==> config.mk <==
export PLATFORM = sky130hd
export DESIGN_NAME = dmem_access_ctrl
export DESIGN_NICKNAME = d
export VERILOG_FILES = /design/src/rtl/dmem_access_ctrl_pkg.sv /design/src/rtl/dmem_access_ctrl_lsu_align.sv /design/src/rtl/dmem_access_ctrl.sv
export SDC_FILE = /design/constraint.sdc
export NUM_CORES = 1
export LEC_CHECK = 0
export ABC_AREA = 0
export BUFFER_PORTS_ARGS = -buffer_cell sky130_fd_sc_hd__buf_2
export CORE_MARGIN = 2
export CORE_UTILIZATION = 25
export DETAILED_ROUTE_END_ITERATION = 10
export HOLD_SLACK_MARGIN = 0.15
export PLACE_DENSITY = 0.47
export SYNTH_ARGS = -nofsm -noshare
export SYNTH_HDL_FRONTEND = slang
export SYNTH_SLANG_ARGS = --single-unit
==> constraint.sdc <==
create_clock -name clk -period 4.4 [get_ports clk]
set_clock_uncertainty 0.2 [all_clocks]
set_input_delay 0.88 -clock clk [delete_from_list [all_inputs] [get_ports clk]]
set_output_delay 0.88 -clock clk [all_outputs]
set_load 0.01 [all_outputs]
==> src/rtl/dmem_access_ctrl_pkg.sv <==
// Shared definitions for the MEM-stage data-memory access controller.
// funct3 access codes, FSM states and the alignment check.
package dmem_access_ctrl_pkg;

  localparam logic [2:0] F3_B  = 3'b000;
  localparam logic [2:0] F3_H  = 3'b001;
  localparam logic [2:0] F3_W  = 3'b010;
  localparam logic [2:0] F3_BU = 3'b100;
  localparam logic [2:0] F3_HU = 3'b101;

  typedef enum logic [1:0] {
    S_IDLE,
    S_REQ,
    S_WAIT,
    S_DONE
  } state_t;

  // Unknown funct3 codes are treated as misaligned so they never reach the bus.
  function automatic logic is_aligned(input logic [2:0] f3,
                                      input logic [1:0] off);
    logic ok;
    ok = 1'b0;
    case (f3)
      F3_B, F3_BU: ok = 1'b1;
      F3_H, F3_HU: ok = ~off[0];
      F3_W:        ok = (off == 2'b00);
      default:     ok = 1'b0;
    endcase
    return ok;
  endfunction

endpackage

==> src/rtl/dmem_access_ctrl_lsu_align.sv <==
// Lane steering for the data-memory controller: byte enables,
// replicated store data and sign/zero-extended load data.
module lsu_align
  import dmem_access_ctrl_pkg::*;
(
  input  logic [2:0]  funct3_i,
  input  logic [1:0]  off_i,
  input  logic [31:0] sdata_i,
  input  logic [31:0] rdata_i,
  output logic [3:0]  be_o,
  output logic [31:0] wdata_o,
  output logic [31:0] rdata_o
);

  logic [31:0] lane;

  assign lane = rdata_i >> {off_i, 3'b000};

  always_comb begin
    be_o    = 4'b0000;
    wdata_o = 32'h0;
    rdata_o = 32'h0;
    case (funct3_i)
      F3_B: begin
        be_o    = 4'b0001 << off_i;
        wdata_o = {4{sdata_i[7:0]}};
        rdata_o = {{24{lane[7]}}, lane[7:0]};
      end
      F3_BU: begin
        be_o    = 4'b0001 << off_i;
        wdata_o = {4{sdata_i[7:0]}};
        rdata_o = {24'h0, lane[7:0]};
      end
      F3_H: begin
        be_o    = 4'b0011 << off_i;
        wdata_o = {2{sdata_i[15:0]}};
        rdata_o = {{16{lane[15]}}, lane[15:0]};
      end
      F3_HU: begin
        be_o    = 4'b0011 << off_i;
        wdata_o = {2{sdata_i[15:0]}};
        rdata_o = {16'h0, lane[15:0]};
      end
      F3_W: begin
        be_o    = 4'hF;
        wdata_o = sdata_i;
        rdata_o = rdata_i;
      end
      default: ;
    endcase
  end

endmodule

==> src/rtl/dmem_access_ctrl.sv <==
// MEM-stage data-memory access controller: valid/ready bus requester
// that stalls the pipeline while a load or store is outstanding.
module dmem_access_ctrl
  import dmem_access_ctrl_pkg::*;
#(
  parameter int unsigned MAX_WAIT = 255
) (
  input  logic        clk,
  input  logic        rst,
  input  logic        mem_re_mem,
  input  logic        mem_we_mem,
  input  logic [2:0]  funct3_mem,
  input  logic [31:0] alu_ans_mem,
  input  logic [31:0] rf_rd1_mem,
  output logic        bus_req,
  output logic        bus_we,
  output logic [31:0] bus_addr,
  output logic [3:0]  bus_be,
  output logic [31:0] bus_wdata,
  input  logic        bus_ready,
  input  logic        bus_rvalid,
  input  logic [31:0] bus_rdata,
  output logic        stall_mem,
  output logic [31:0] dmem_rd_mem,
  output logic        misalign_err,
  output logic        bus_err
);

  localparam logic [7:0] LIM = 8'(MAX_WAIT - 1);

  state_t      state_q, state_d;
  logic [31:0] addr_q, addr_d;
  logic [31:0] sdat_q, sdat_d;
  logic [31:0] rd_q, rd_d;
  logic [2:0]  f3_q, f3_d;
  logic        we_q, we_d;
  logic        err_q, err_d;
  logic [7:0]  cnt_q, cnt_d;

  logic        access, aligned, go, timeout;
  logic [3:0]  be;
  logic [31:0] wdata, rext;

  assign access  = mem_re_mem | mem_we_mem;
  assign aligned = is_aligned(funct3_mem, alu_ans_mem[1:0]);
  assign go      = (state_q == S_IDLE) & access & aligned;

  // Counter covers REQ and WAIT together; progress beats expiry.
  assign timeout = (cnt_q >= LIM) &
                   (((state_q == S_REQ) & ~bus_ready) |
                    ((state_q == S_WAIT) & ~bus_rvalid));

  lsu_align u_align (
    .funct3_i (f3_q),
    .off_i    (addr_q[1:0]),
    .sdata_i  (sdat_q),
    .rdata_i  (bus_rdata),
    .be_o     (be),
    .wdata_o  (wdata),
    .rdata_o  (rext)
  );

  always_ff @(posedge clk or posedge rst) begin
    if (rst) begin
      state_q <= S_IDLE;
    end else begin
      state_q <= state_d;
    end
  end

  always_comb begin
    state_d = state_q;
    unique case (state_q)
      S_IDLE: if (go) state_d = S_REQ;
      S_REQ: begin
        if (bus_ready)    state_d = we_q ? S_DONE : S_WAIT;
        else if (timeout) state_d = S_DONE;
      end
      S_WAIT: if (bus_rvalid | timeout) state_d = S_DONE;
      S_DONE: state_d = S_IDLE;
      default: state_d = S_IDLE;
    endcase
  end

  always_comb begin
    bus_req      = 1'b0;
    bus_we       = 1'b0;
    bus_addr     = 32'h0;
    bus_be       = 4'b0000;
    bus_wdata    = 32'h0;
    stall_mem    = 1'b0;
    misalign_err = 1'b0;
    dmem_rd_mem  = 32'h0;
    unique case (state_q)
      S_IDLE: begin
        stall_mem    = go;
        misalign_err = access & ~aligned;
      end
      S_REQ: begin
        bus_req   = 1'b1;
        bus_we    = we_q;
        bus_addr  = {addr_q[31:2], 2'b00};
        bus_be    = be;
        bus_wdata = wdata;
        stall_mem = 1'b1;
      end
      S_WAIT: stall_mem = 1'b1;
      S_DONE: dmem_rd_mem = rd_q;
      default: ;
    endcase
  end

  assign bus_err = err_q;

  always_comb begin
    addr_d = addr_q;
    sdat_d = sdat_q;
    f3_d   = f3_q;
    we_d   = we_q;
    rd_d   = rd_q;
    cnt_d  = cnt_q;
    err_d  = timeout;
    if (go) begin
      addr_d = alu_ans_mem;
      sdat_d = rf_rd1_mem;
      f3_d   = funct3_mem;
      we_d   = mem_we_mem;
      rd_d   = 32'h0;
      cnt_d  = 8'h0;
    end else if ((state_q == S_REQ) | (state_q == S_WAIT)) begin
      cnt_d = cnt_q + 8'h1;
      if ((state_q == S_WAIT) & bus_rvalid) rd_d = rext;
      else if (timeout)                     rd_d = 32'h0;
    end
  end

  always_ff @(posedge clk or posedge rst) begin
    if (rst) begin
      addr_q <= 32'h0;
      sdat_q <= 32'h0;
      f3_q   <= 3'b000;
      we_q   <= 1'b0;
      rd_q   <= 32'h0;
      cnt_q  <= 8'h0;
      err_q  <= 1'b0;
    end else begin
      addr_q <= addr_d;
      sdat_q <= sdat_d;
      f3_q   <= f3_d;
      we_q   <= we_d;
      rd_q   <= rd_d;
      cnt_q  <= cnt_d;
      err_q  <= err_d;
    end
  end

endmodule

==> impl_metrics.yaml, run 1 <==
placement:
  dpl-instance-area_um2: 7620
  dp.cells: 1225
  port_buffers: 207
  hpwl_mm: 15.0
  gp_congestion: 0.784
sta:
  worstMarginPinSlew_ns: 1.06
  max-slew-margin-rel_pct: 29.0
  finalSetupViolations: 0
  drv_slew: 0
  rsz0062_at_grt: "false"
  period_needed_ns: 3.56
  max_freq_mhz: 281
  hold_viol_final: 0
  tns_ns: 0
  timing.final.crit_share_pct: 81.0
final_layout:
  utilization_pct: 31.7
  nets: 1017
  seqCellArea_um2: 2780
  area_growth_pct: 25.0
  final_cells: 1241
  multi_input_area_um2: 3250
  nFillCells: 2761
  drive_above_1_share_pct: 29.2
  stdcell_area_um2: 7930
synth:
  yosys-top-cells-count: "nand2_1 (221), dfrtp_1 (111), and2_1 (82)"
  synth_area_leaders: "dfrtp_1 (44%), nand2_1 (13%), and2_1 (8.1%)"
  yosys_register_bits: 111
  seq_area_frac_synth_pct: 43.8
  synth_top_cell_area_share_pct: 43.8
  synth.most_common_cell: "nand2_1"
  syn_inst: 728
  synth_ff_type: "dfrtp_1"
  yosys_warnings: 0
  synth_area_leader_cell: "dfrtp_1"
  synth.distinct_cells: 56
  synth_area_um2: 6340
  avgSynthCellArea_um2: 8.72
  synthArstFlopShare_pct: 100
  synth-edff-count: 0
worst_setup_path:
  worstSetupEndpointType: "output pin"
  regToRegEndpoint: "rd_q[10]"
  crit_path_cell_trace: "buf_4 > nor2b_1 > nand2_1 > o21ai_0 > and2_1 > buf_2"
  crit_start: "f3_q[1]"
  crit_type: "register to output pin"
  cpPeakStageDelay_ns: 0.65
  required_ns: 3.32
  cp_slowest_cell: "dfrtp_1"
  rrSetupSlack_ns: 1.17
  rr_worst_depth: 7
  crit_fanout: 19
  r2r_start: "state_q[1]"
  startpoint_type: "register"
  cp.arrival_ns: 2.48
power:
  power_uw: 5200
  power_density_nw_per_um2: 656
  p_leak_uw: 0.00402
  vdd_ir_drop_max_uv: 227
cts:
  cts_buffers: 9
  clockBufferDepth: 2
  clk-insertion-delay-late_ns: 0.35
  cts_tree: "done"
  cts_setup_buffers: 0
  cts.sinks: 111
  cts-hold-fix-buffers: 0
  cts_resized: 0
  path_clk_slew_ns: 0.08
  root_buffer: "clkbuf_16"
  htreeDepth: 3
global_routing:
  antenna_found_initial: 2
  grt_pass1_vias: 5704
  grt_overflow_total: 0
  grt_max_degree: 76
  grt_usage_pct: 16.0
  grt_pass1_wl_mm: 33.1
die:
  io_pins: 210
  start_util_pct: 25.3
  dieArea_um2: 26700
  rows: 58
  coreArea_um2: 25000
  die_x_um: 163
  die_h_um: 163
outcome:
  status: "finished, final reports clean"
routing:
  vias_per_cell: 4.59
  drc: 0
  first_pass_iters: 4
  ant_nets: 0
  vias: 5691
  wl_mm: 21.0
  routedWlPerCell_um: 16.9
  drt_iter0_drc: 255
worst_hold_path:
  hold_class: "register to register"
  min_path_cells: 2
  hp-start: "addr_q[7]"
  min_to: "addr_q[7]"
flow_run:
  max_cap_viol_count: 0
==> how the worst max path moves through the flow <==
stage / slack [ns] / cells past startpoint / end
after floorplan: 0.39 / 1 / addr_q[0]
after global placement: 0.86 / 6 / rd_q[2]
after detailed placement: 0.83 / 6 / rd_q[10]
after CTS: 0.79 / 6 / bus_wdata[31]
after global routing: 0.65 / 7 / bus_wdata[24]
final: 0.84 / 6 / bus_wdata[31]
==> per-layer routing <==
metal / vias to the layer above / routed length, um / global-route usage (%)
met5: - / 11 / 0
met4: 2 / 305 / 4.18
met3: 22 / 1670 / 4.72
met2: 177 / 9160 / 24.0
met1: 2681 / 9820 / 22.5
li1: 2809 / - / -
==> registers in the layout, summed over array words and instances, names as in the netlist <==
register  count
sdat_q       32
f3_q          3
state_q       2
cnt_q         8
bus_err       1
rd_q         32
addr_q       32
we_q          1
==> placed cells by master (no fill, tap or decap), types with 6 or more instances in the layout <==
cell type	n
nand2_1	221
buf_2	207
dfrtp_1	111
and2_1	82
o2bb2ai_1	35
a21oi_1	32
o21ai_0	27
nor2b_1	27
a211oi_1	17
buf_4	16
nor2_1	13
and3_1	10
a221oi_1	9
clkbuf_16	9
mux2_2	6
a22oi_1	6
==> where the power goes <==
group	total, uW	leakage (uW)	internal [uW]	switching [uW]
Sequential	1750	0.00143	1440	318
Combinational	2580	0.00245	1050	1520
Clock	870	0.000144	473	398
==> through the flow <==
step | worst slack [ns] | hold slack, ns
finish | 0.836 | 0.271
CTS | 0.792 | 0.277
floorplan | 0.389 | 0.237
detailed placement | 0.832 | 0.255
global route | 0.646 | 0.298
global placement | 0.862 | 0.249
==> layout make-up <==
| type | count | area share [%] |
|---|---|---|
| Clock buffer | 11 | 3.19 |
| Inverter | 7 | 0.394 |
| Antenna cell | 1 | 0.0315 |
| Timing Repair Buffer | 223 | 14.6 |
| Tap cell | 330 | 5.20 |
| Multi-Input combinational cell | 554 | 40.9 |
| Clock inverter | 4 | 0.678 |
| Sequential cell | 111 | 35.0 |
==> critical path: cells and delay by family (launching register included) <==
family	cells	cell delay [ns]
and+or+nand+nor	3	0.92
DFF	1	0.65
buffers and inverters	2	0.46
AOI/OAI and AO/OA	1	0.10
==> cells by family after synthesis <==
family | Yosys count | share of synthesized area, %
other cells | 1 | 0.0591
xor+xnor | 6 | 0.828
buf+inv | 64 | 5.52
compound gates | 152 | 18.0
simple gates | 378 | 28.5
fa+ha+maj | 6 | 1.18
flops | 111 | 43.8
mux | 10 | 2.15
Power figures use the tool's default switching activity.
==> run 2, diff against run 1 <==
PLACE_DENSITY = 0.49   (was 0.47)
clock period = 3.13 ns   (was 4.4 ns; I/O delays follow)
==> impl_metrics.yaml, run 2 (synthesis results as in run 1) <==
final_layout:
  antenna_cells: 0
  nFillCells: 2737
  final_common_cell: "nand2_1"
  utilization_pct: 32.0
  nets: 1022
  largestRegisters: "addr_q: 32 flops, rd_q: 32 flops, sdat_q: 32 flops"
  area_growth_pct: 26.2
  final_cell_mix: "nand2_1 (221), buf_2 (207), dfrtp_1 (110)"
  drive_above_1_share_pct: 29.7
cts:
  cts_tree: "done"
  cts_buffers: 9
  htreeDepth: 3
  cts.sinks: 111
  root_buffer: "clkbuf_16"
  clk-insertion-delay-late_ns: 0.35
  path_clk_slew_ns: 0.09
  cts_setup_buffers: 0
  clockBufferDepth: 2
routing:
  drt_iter0_drc: 288
  vias: 5779
  first_pass_iters: 4
  drc: 0
  ant_nets: 0
  wl_mm: 21.0
  vias_per_cell: 4.64
  routedWlPerCell_um: 16.9
sta:
  worstMarginPinSlew_ns: 1.04
  max_freq_mhz: 346
  fin_hold_ws_ns: 0.159
  tns_ns: 0
  drv_slew: 0
  timing.final.crit_share_pct: 92.3
  hold_viol_final: 0
  period_needed_ns: 2.89
  finalSetupViolations: 0
  rsz0062_at_grt: "false"
  max-slew-margin-rel_pct: 30.4
global_routing:
  grt_overflow_total: 0
  grt_pass1_vias: 5582
  grtUsageMet2_pct: 24.3
  gr-usage-met3_pct: 4.67
  grtUsageMet1_pct: 22.1
  antenna_found_initial: 1
  grt_pass1_wl_mm: 32.5
  grt-busiest-layer: "met2"
  grt_max_degree: 76
  grt_usage_pct: 15.8
die:
  rows: 58
  die_h_um: 163
  dieArea_um2: 26700
  coreArea_um2: 25000
  die_x_um: 163
  io_pins: 210
  start_util_pct: 25.3
placement:
  port_buffers: 207
  hpwl_mm: 15.0
  gp_congestion: 0.805
worst_setup_path:
  rrSetupSlack_ns: 0.46
  required_ns: 2.30
  crit_type: "register to output pin"
  r2r_start: "state_q[0]"
  startpoint_type: "register"
  regToRegEndpoint: "rd_q[15]"
  rr_worst_depth: 7
  crit_fanout: 52
  cp.arrival_ns: 2.06
  worstSetupEndpointType: "output pin"
power:
  vdd_ir_drop_max_uv: 341
  power_density_nw_per_um2: 921
  p_leak_uw: 0.00406
  power_uw: 7380
flow_run:
  max_cap_viol_count: 0
outcome:
  status: "finished, final reports clean"
worst_hold_path:
  hold_class: "input pin to async pin"
-- run 2: area by class of cell --
class	instances	area, um^2	share of cell area, %
repair buffers	228	1230	15.4
clock inverters	5	67.6	0.844
inverters	7	32.5	0.406
multi-input cells	554	3250	40.5
well taps	330	413	5.16
flip-flops and latches	111	2780	34.7
clock buffers	10	239	2.98
-- run 2: worst max-delay path, cell delays in order, from the launching register on --
cell and delay (ns):
dfrtp_1 0.41, inv_1 0.11, ha_2 0.34, buf_4 0.45, and3_1 0.25, buf_2 0.13
-- run 2: how the worst max path moves through the flow --
stage,from,to,slack [ns]
after floorplan,funct3_mem[2],stall_mem,0.64
after global placement,mem_we_mem,rd_q[19],0.44
after detailed placement,mem_we_mem,rd_q[15],0.41
after CTS,f3_q[0],bus_wdata[8],0.17
after global routing,state_q[1],bus_wdata[6],0.07
final,state_q[1],bus_wdata[6],0.24
-- run 2: through the flow --
step	cells	worst slack (ns)	cell area (um^2)
floorplan	729	0.637	6350
global placement	1230	0.435	7700
detailed placement	1230	0.407	7700
CTS	1245	0.168	8010
global route	1245	0.0686	8010
finish	1245	0.241	8010
-- run 2: routing by layer --
| layer | vias to the layer above | wire, um | share of wire [%] |
|---|---|---|---|
| met5 | - | 13 | 0.062 |
| met4 | 2 | 133 | 0.63 |
| met3 | 11 | 1820 | 8.7 |
| met2 | 202 | 9450 | 45 |
| met1 | 2743 | 9590 | 46 |
| li1 | 2821 | - | - |
-- run 2: what timing repair did --
item                                    4_1_cts  5_1_grt
hold buffers                                  0        0
endpoints found under the setup margin        0        1
resized for setup                             0        1
-- run 2: report_power, final --
group | switching, uW | internal, uW
registers | 426 | 2020
logic | 2170 | 1530
clock network | 579 | 650
